## src/rtl/uart_tx_fifo_ext_if.sv

```systemverilog
// rtl/uart_tx_fifo_ext_if.sv - write/read handshake and status bundle for the TX byte FIFO
interface uart_tx_fifo_ext_if #(
  parameter int DATA_WIDTH = 8,
  parameter int DEPTH      = 16
);
  logic                    flush;
  logic                    wr_en;
  logic [DATA_WIDTH-1:0]   wr_data;
  logic                    rd_en;
  logic [DATA_WIDTH-1:0]   rd_data;
  logic                    rd_valid;
  logic                    full;
  logic                    empty;
  logic                    almost_full;
  logic                    almost_empty;
  logic [$clog2(DEPTH):0]  count;
  logic                    overflow;
  logic                    underflow;

  modport master (
    output flush, wr_en, wr_data, rd_en,
    input  rd_data, rd_valid, full, empty, almost_full, almost_empty, count, overflow, underflow
  );

  modport slave (
    input  flush, wr_en, wr_data, rd_en,
    output rd_data, rd_valid, full, empty, almost_full, almost_empty, count, overflow, underflow
  );
endinterface

```

## src/rtl/uart_tx_fifo_ext.sv

```systemverilog
// rtl/uart_tx_fifo_ext.sv - TX byte FIFO with occupancy, watermarks, sticky errors and FWFT option
module uart_tx_fifo_ext #(
  parameter int DATA_WIDTH = 8,
  parameter int DEPTH      = 16,
  parameter int AF_LEVEL   = DEPTH - 2,
  parameter int AE_LEVEL   = 2,
  parameter bit FWFT       = 1'b0
) (
  input logic               clk,
  input logic               rst,
  uart_tx_fifo_ext_if.slave bus
);
  localparam int AW = $clog2(DEPTH);
  localparam int CW = AW + 1;
  localparam logic [CW-1:0] ONE     = CW'(1);
  localparam logic [CW-1:0] DEPTH_C = CW'(DEPTH);
  localparam logic [CW-1:0] AF_C    = CW'(AF_LEVEL);
  localparam logic [CW-1:0] AE_C    = CW'(AE_LEVEL);

  logic [DATA_WIDTH-1:0] mem_q [DEPTH];
  logic [CW-1:0]         wr_ptr_q, wr_ptr_d;
  logic [CW-1:0]         rd_ptr_q, rd_ptr_d;
  logic [CW-1:0]         count_q, count_d;
  logic                  overflow_q, overflow_d;
  logic                  underflow_q, underflow_d;
  logic                  full, empty, wr_accept, rd_accept;

  // Acceptance is judged on pre-edge flags; reset and flush swallow both requests.
  assign full      = (count_q == DEPTH_C);
  assign empty     = (count_q == '0);
  assign wr_accept = bus.wr_en && !full  && !bus.flush && !rst;
  assign rd_accept = bus.rd_en && !empty && !bus.flush && !rst;

  always_comb begin
    wr_ptr_d    = wr_ptr_q;
    rd_ptr_d    = rd_ptr_q;
    count_d     = count_q;
    overflow_d  = overflow_q;
    underflow_d = underflow_q;
    if (bus.flush) begin
      wr_ptr_d    = '0;
      rd_ptr_d    = '0;
      count_d     = '0;
      overflow_d  = 1'b0;
      underflow_d = 1'b0;
    end else begin
      if (wr_accept) wr_ptr_d = wr_ptr_q + ONE;
      if (rd_accept) rd_ptr_d = rd_ptr_q + ONE;
      if (wr_accept && !rd_accept)      count_d = count_q + ONE;
      else if (rd_accept && !wr_accept) count_d = count_q - ONE;
      if (bus.wr_en && full)  overflow_d  = 1'b1;
      if (bus.rd_en && empty) underflow_d = 1'b1;
    end
  end

  always_ff @(posedge clk) begin
    if (rst) begin
      wr_ptr_q    <= '0;
      rd_ptr_q    <= '0;
      count_q     <= '0;
      overflow_q  <= 1'b0;
      underflow_q <= 1'b0;
    end else begin
      wr_ptr_q    <= wr_ptr_d;
      rd_ptr_q    <= rd_ptr_d;
      count_q     <= count_d;
      overflow_q  <= overflow_d;
      underflow_q <= underflow_d;
    end
  end

  // Storage is deliberately left out of reset and flush.
  always_ff @(posedge clk) begin
    if (wr_accept) mem_q[wr_ptr_q[AW-1:0]] <= bus.wr_data;
  end

  generate
    if (FWFT) begin : g_fwft
      assign bus.rd_data  = mem_q[rd_ptr_q[AW-1:0]];
      assign bus.rd_valid = !empty;
    end else begin : g_std
      logic [DATA_WIDTH-1:0] rd_data_q, rd_data_d;
      logic                  rd_valid_q, rd_valid_d;

      always_comb begin
        rd_data_d  = rd_data_q;
        rd_valid_d = 1'b0;
        if (bus.flush) begin
          rd_data_d = '0;
        end else if (rd_accept) begin
          rd_data_d  = mem_q[rd_ptr_q[AW-1:0]];
          rd_valid_d = 1'b1;
        end
      end

      always_ff @(posedge clk) begin
        if (rst) begin
          rd_data_q  <= '0;
          rd_valid_q <= 1'b0;
        end else begin
          rd_data_q  <= rd_data_d;
          rd_valid_q <= rd_valid_d;
        end
      end

      assign bus.rd_data  = rd_data_q;
      assign bus.rd_valid = rd_valid_q;
    end
  endgenerate

  assign bus.full         = full;
  assign bus.empty        = empty;
  assign bus.almost_full  = (count_q >= AF_C);
  assign bus.almost_empty = (count_q <= AE_C);
  assign bus.count        = count_q;
  assign bus.overflow     = overflow_q;
  assign bus.underflow    = underflow_q;
endmodule

```

## src/flat_wrapper.sv

```systemverilog
// flat-port wrapper written by rule: the top's interface ports become plain ports
module uart_tx_fifo_ext_flat 
#(
  parameter int DATA_WIDTH = 8,
  parameter int DEPTH      = 16,
  parameter int AF_LEVEL   = DEPTH - 2,
  parameter int AE_LEVEL   = 2,
  parameter bit FWFT       = 1'b0
)
  (clk, rst, bus_flush, bus_wr_en, bus_wr_data, bus_rd_en, bus_rd_data, bus_rd_valid, bus_full, bus_empty, bus_almost_full, bus_almost_empty, bus_count, bus_overflow, bus_underflow);
  uart_tx_fifo_ext_if #(.DATA_WIDTH(DATA_WIDTH), .DEPTH(DEPTH)) bus_i ();
  input logic clk;
  input logic rst;
  input wire logic [$bits(bus_i.flush)-1:0] bus_flush;
  input wire logic [$bits(bus_i.wr_en)-1:0] bus_wr_en;
  input wire logic [$bits(bus_i.wr_data)-1:0] bus_wr_data;
  input wire logic [$bits(bus_i.rd_en)-1:0] bus_rd_en;
  output wire logic [$bits(bus_i.rd_data)-1:0] bus_rd_data;
  output wire logic [$bits(bus_i.rd_valid)-1:0] bus_rd_valid;
  output wire logic [$bits(bus_i.full)-1:0] bus_full;
  output wire logic [$bits(bus_i.empty)-1:0] bus_empty;
  output wire logic [$bits(bus_i.almost_full)-1:0] bus_almost_full;
  output wire logic [$bits(bus_i.almost_empty)-1:0] bus_almost_empty;
  output wire logic [$bits(bus_i.count)-1:0] bus_count;
  output wire logic [$bits(bus_i.overflow)-1:0] bus_overflow;
  output wire logic [$bits(bus_i.underflow)-1:0] bus_underflow;
  assign bus_i.flush = bus_flush;
  assign bus_i.wr_en = bus_wr_en;
  assign bus_i.wr_data = bus_wr_data;
  assign bus_i.rd_en = bus_rd_en;
  assign bus_rd_data = bus_i.rd_data;
  assign bus_rd_valid = bus_i.rd_valid;
  assign bus_full = bus_i.full;
  assign bus_empty = bus_i.empty;
  assign bus_almost_full = bus_i.almost_full;
  assign bus_almost_empty = bus_i.almost_empty;
  assign bus_count = bus_i.count;
  assign bus_overflow = bus_i.overflow;
  assign bus_underflow = bus_i.underflow;
  uart_tx_fifo_ext #(.DATA_WIDTH(DATA_WIDTH), .DEPTH(DEPTH), .AF_LEVEL(AF_LEVEL), .AE_LEVEL(AE_LEVEL), .FWFT(FWFT)) u_core (.clk(clk), .rst(rst), .bus(bus_i));
endmodule
```

## config.mk

```make
export PLATFORM = sky130hd
export DESIGN_NAME = uart_tx_fifo_ext_flat
export DESIGN_NICKNAME = d
export VERILOG_FILES = /design/src/rtl/uart_tx_fifo_ext_if.sv /design/src/rtl/uart_tx_fifo_ext.sv /design/src/flat_wrapper.sv
export SDC_FILE = /design/constraint.sdc
export NUM_CORES = 1
export LEC_CHECK = 0
export ABC_AREA = 1
export CAP_MARGIN = 20
export CORE_UTILIZATION = 37
export DETAILED_ROUTE_END_ITERATION = 6
export SYNTH_ARGS = -nofsm -noshare
export SYNTH_HDL_FRONTEND = slang
export SYNTH_SLANG_ARGS = --single-unit
```

## constraint.sdc

```tcl
create_clock -name clk -period 2.2 [get_ports clk]
set_input_delay 0.33 -clock clk [delete_from_list [all_inputs] [get_ports clk]]
set_output_delay 0.33 -clock clk [all_outputs]
set_load 0.03 [all_outputs]
```

## Word level (Yosys, flattened, before mapping)

Memory sizes are Yosys's and may differ from the RTL's. A register that Yosys moved wholly into a read port is not among the register bits.
Cells that the tools add are included.

| storage, ports and cells | value |
|---|---|
| flip-flop bits (word level) | 18 |
| RAM bits | 128 |
| output and inout bits | 20 |
| memories kept | 1 |

| cells by class | value |
|---|---|
| add/subtract/negate cells | 4 |
| magnitude comparators | 2 |
| equality and inequality tests | 1 |
| multiplexer cells | 5 |
| reduce and logical (&&, ||, !) cells | 19 |

Memory list:

| name | depth | bits a word | read ports | clocked after memory_dff | wr ports | RTL line | RTL |
|---|---|---|---|---|---|---|---|
| u_core.mem_q | 16 | 8 | 1 | 1 | 1 | uart_tx_fifo_ext.sv:20 | `logic [DATA_WIDTH-1:0] mem_q [DEPTH];` |

Operator list:

| cell | number |
|---|---|
| 5-bit by 1-bit adder with 5-bit output, second input constant | 3 |
| 1-bit logical AND | 10 |
| 5-bit two-way mux | 2 |
| 1-bit zero test | 6 |
| 5-bit == test, second input constant | 1 |
| 5-bit by 4-bit greater-or-equal comparator with 1-bit output, second input constant | 1 |
| 5-bit by 2-bit <= comparator with 1-bit output, second input constant | 1 |
| 5-bit zero test | 1 |
| 5-bit by 1-bit subtractor with 5-bit output, second input constant | 1 |
| 1-bit two-way mux | 3 |
| 2-bit nonzero test | 1 |
| 2-bit OR reduction | 1 |

## Depth between registers and ports, before layout

| logic depth | value |
|---|---|
| depth in word-level cells | 9 |
| mapped depth | 15 |

## Least setup slack after synthesis

OpenSTA, ideal clock, no wires.

| timing | value |
|---|---|
| path type | register to register |
| from | register u_core.count_q[0] (netlist: u_core.bus.count[0]) |
| to | register u_core.count_q[3] (netlist: u_core.bus.count[3]) |
| setup time | 115 ps |
| data arrival time | 2310 ps |
| data required time | 2085 ps |
| slack | -225 ps |
| stages on the path, launching flop included | 14 |
| path buffers | 0 |
| period minus slack after synthesis | 2425 ps |
| cells stage by stage | dfxtp_1 -> inv_1 -> nand4_1 -> nand2_2 -> nor2_8 -> inv_2 -> ha_1 -> inv_1 -> ha_1 -> a21oi_1 -> nand2_1 -> xor2_1 -> o21ai_0 -> inv_1 |

| on the way | value |
|---|---|
| word-level cells in the longest chain between the ends | 8 |
| elaborated cells between the ends (all ways) | 19 |

Ends and longest elaborated chain:

| item | RTL line | RTL |
|---|---|---|
| from (decl) | uart_tx_fifo_ext.sv:23 | `logic [CW-1:0] count_q, count_d;` |
| from (signal assigned) | uart_tx_fifo_ext.sv:66 | `count_q <= count_d;` |
| branches (longest 8 deep; another with 5-bit by 1-bit subtractor with 5-bit output) | - |  |

Parallel ways; which one is timed is not known. The select of a mux whose other input is x is not followed.
A chain may end at the register's enable or synchronous reset.

## Final worst setup path

| timing | value |
|---|---|
| from | register u_core.count_q[3] (netlist: u_core.bus.count[3]) |
| to | register u_core.count_q[4] (netlist: u_core.bus.count[4]) |

Same word-level chain as after synthesis.

==> impl_metrics.ini <==
[status]
status = complete, no violations

[clock_tree]
cts_tree = built
numClockSinks = 152
ctsRootBufferMaster = sky130_fd_sc_hd__clkbuf_16
cts_hold_repair.buffers = 0
clk_path_buf_depth = 2
worst_skew_pair_later_pin_latency_ns = 0.42
level_count_of_the_clock_h_tree = 4
tritoncts.num_buffers = 17
path_clk_slew_ns = 0.06

[setup_path]
cells_along_the_critical_path = nor2_4, nand4_1, nand2_2, nor2_8, inv_4, ha_4, inv_4, fa_2, a21oi_2, nor2_2, nor2_1, nand2_1, nand2_1, nand2_1, a21oi_1
critical_path_peak_fanout = 4
criticalPathCategory = reg -> reg
cpLargestDelayFamily = simple AND/OR/NAND/NOR gates
timing.critical_path.slowest_stage_cell = sky130_fd_sc_hd__fa_2
cp_endpoint_kind = flip-flop
worst_r2r_startpoint = u_core.bus.count[3]
crit_path_max_incr_delay_ns = 0.40
cp.required_ns = 2.55
cp_data_arrival_time_ns = 2.45
critical-path-top-cell-by-count = sky130_fd_sc_hd__nand2_1
timing.critical_path.buf_inv = 2
critical_path.startpoint_type = flip-flop
critical_path.startpoint = u_core.bus.count[3]

[yosys]
synth_area_leader_cell = sky130_fd_sc_hd__edfxtp_1
synthCells = 674
synth.lib_cells_used.distinct = 30
postSynthNetCount = 697
yosysSeqAreaShare_pct = 64.61
ranking_of_synthesized_cells_by_area = sky130_fd_sc_hd__edfxtp_1, sky130_fd_sc_hd__nand2_1, sky130_fd_sc_hd__dfxtp_1, sky130_fd_sc_hd__nand3_1, sky130_fd_sc_hd__inv_1
postSynth.asyncResetShare_pct = 0
synth_area_mm2 = 0.006693
synthesis.area_per_instance_um2 = 9.930
yosys_most_used_dff = sky130_fd_sc_hd__edfxtp_1
yosysTopAreaCellShare_pct = 57.43
synth.ff_latch_count = 152
synth_enable_flop_cells = 128
top_cell_types_by_occurrence_after_synthesis = sky130_fd_sc_hd__nand2_1, sky130_fd_sc_hd__edfxtp_1, sky130_fd_sc_hd__nand3_1
yosys_warnings = 0
count_leader_synth = sky130_fd_sc_hd__nand2_1

[power]
post-layout-total-power_mw = 6.608
power.static_leakage_nw = 3.464
power.density_cell_area_mw_per_mm2 = 809.3
intPower_mw = 5.263
vdd_ir_drop_max_v = 0.0005698
clockPowerShare_pct = 47.1
swShare_pct = 20.36
netSwitchingPower_mw = 1.345
seq_power_share_pct = 47.6
share_comb_of_total_power_pct = 5.3

[timing]
final_max_slew_viol_count = 0
tns_ns = 0
final.period_utilization_pct = 95.20
timing.clock.skew_ns = 0.007251
final_critical_path_setup_slack_ns = 0.1057
hold_viol = 0
timing.final.setup_violations = 0
relSlewSlack_pct = 52.63
grt_setup_unrepaired = yes
max_slew.worst_pin.slew_ns = 0.7083
period_needed_ns = 2.094
timing.fmax_mhz = 477.5

[global_route]
grt_first_pass_wirelength_um = 24650
grt-ovfl-total = 0
groute.usage.overall_pct = 18.12
grt_start_max_net_pins = 66
antenna_violations_before_repair = 0
first_global_vias = 4771

[die]
top_level_ports = 33
die_area_mm2 = 0.01863
die_h_um = 136.5
design.core.area_mm2 = 0.01748
initial_utilization_pct = 38.29
die_w_um = 136.5
row_count = 48

[placement]
globalplace.congestion = 0.8084
pre_cts_slack_ns = -0.3300
hpwl_um = 10070
port-buffer-count = 32
dpl_cell_area_mm2 = 0.007466

[cells_and_area]
postLayoutCellArea_mm2 = 0.008165
layout-drive-gt1-share_pct = 13.62
signed_area_change_from_the_synthesized_netlist_to_the_final_layout_pct = 22.00
seq_area_mm2 = 0.004337
num_antenna_cells = 0
layout.core_utilization_pct = 46.72
multi_input_area_mm2 = 0.001867
nNetsFinal = 766
filler_cell_count = 1593

[detailed_routing]
wl_per_cell_um = 15.79
dr.first_iter.drc_count = 294
avgViaCountPerCell = 4.835
num_vias = 4743
ant_nets = 0
route.final.wire_length_um = 15490
drc_errors = 0
first_pass_iters = 5

[min_path]
type_of_the_tightest_min_delay_check = reg -> reg
worst_hold_startpoint = u_core.bus.overflow

[job]
maxCapViolCount = 0
-- through the flow --
step	instances	hold slack, ns
3_5_place_dp	946	0.4692
3_3_place_gp	946	0.4515
5_1_grt	981	0.5236
4_1_cts	979	0.4877
6_report	981	0.4984
2_1_floorplan	674	0.4289
-- tightest hold or removal path, cell delays in order (launching register included) --
cell and delay, ns:
sky130_fd_sc_hd__dfxtp_1 0.34, sky130_fd_sc_hd__a21oi_1 0.05, sky130_fd_sc_hd__nor2_1 0.08
-- path summary, 6_finish.rpt --
check / endpoint / slack (ns) / cells past startpoint
min reg2reg: u_core.bus.overflow / 0.50 / 2
max: u_core.bus.count[4] / 0.11 / 15
min: u_core.bus.overflow / 0.50 / 2
max reg2reg: u_core.bus.count[4] / 0.11 / 15
-- layout make-up --
cell class | instances | share of cell area, %
Multi-Input combinational cell | 400 | 22.86
Clock buffer | 17 | 5.210
Timing Repair Buffer | 77 | 8.397
Clock inverter | 15 | 2.544
Tap cell | 225 | 3.448
Sequential cell | 152 | 53.11
Inverter | 95 | 4.428
-- logic make-up (layout without fill, tap and decap cells) --
logic type / after synthesis / count (layout) / share of synthesized area [%]
buffers and inverters: 122 / 204 / 8.076
and+or+nand+nor: 360 / 360 / 22.81
adders and majority gates: 10 / 10 / 1.982
xor gates and xnor gates: 3 / 3 / 0.3927
AOI/OAI and AO/OA: 27 / 27 / 2.131
DFF: 152 / 152 / 64.61
-- power by group through the flow --
stage	Sequential, mW	Clock, mW	Combinational [mW]
after floorplan	3.23	0	0.161
after global placement	3.21	0	0.334
after detailed placement	3.21	0	0.340
after CTS	3.15	3.14	0.343
after global routing	3.15	3.25	0.388
final	3.15	3.11	0.351
-- repair_timing --
action | 4_1_cts | 5_1_grt
pin swaps | 2 | 7
setup buffers | 1 | 2
gates resized for setup | 3 | 13
endpoints found under the setup margin | 6 | 4
-- per-layer routing --
layer	GRT usage (%)	wire, µm
met1	22.61	6594
met2	29.70	7605
met3	4.037	802
met4	8.827	485
met5	0	0
-- cell usage in the layout (no fill, tap or decap), drive strengths merged --
cell and count:
nor2 26, a21oi 16, bufinv 5, xnor2 1
fa 1, buf 45, o21ai 8, dlymetal6s2s 2
dlygate4sd2 2, clkbuf 17, inv 94, clkinvlp 1
nand4 2, dfxtp 24, xor2 2, nor3 2
clkdlybuf4s50 28, nand2 237, clkinv 10, a211oi 1
edfxtp 128, ha 9, o31ai 1, nand3 92
nor3b 1, o21bai 1
-- state kept, by name, indices dropped and copies added, names as in the netlist --
name                  cells
u_core.bus.underflow      1
u_core.bus.rd_valid       1
u_core.rd_ptr_q           4
u_core.bus.rd_data        8
u_core.bus.count          5
u_core.bus.overflow       1
u_core.wr_ptr_q           4
u_core.mem_q            128
Note: power is estimated with default switching activity, not from simulation.
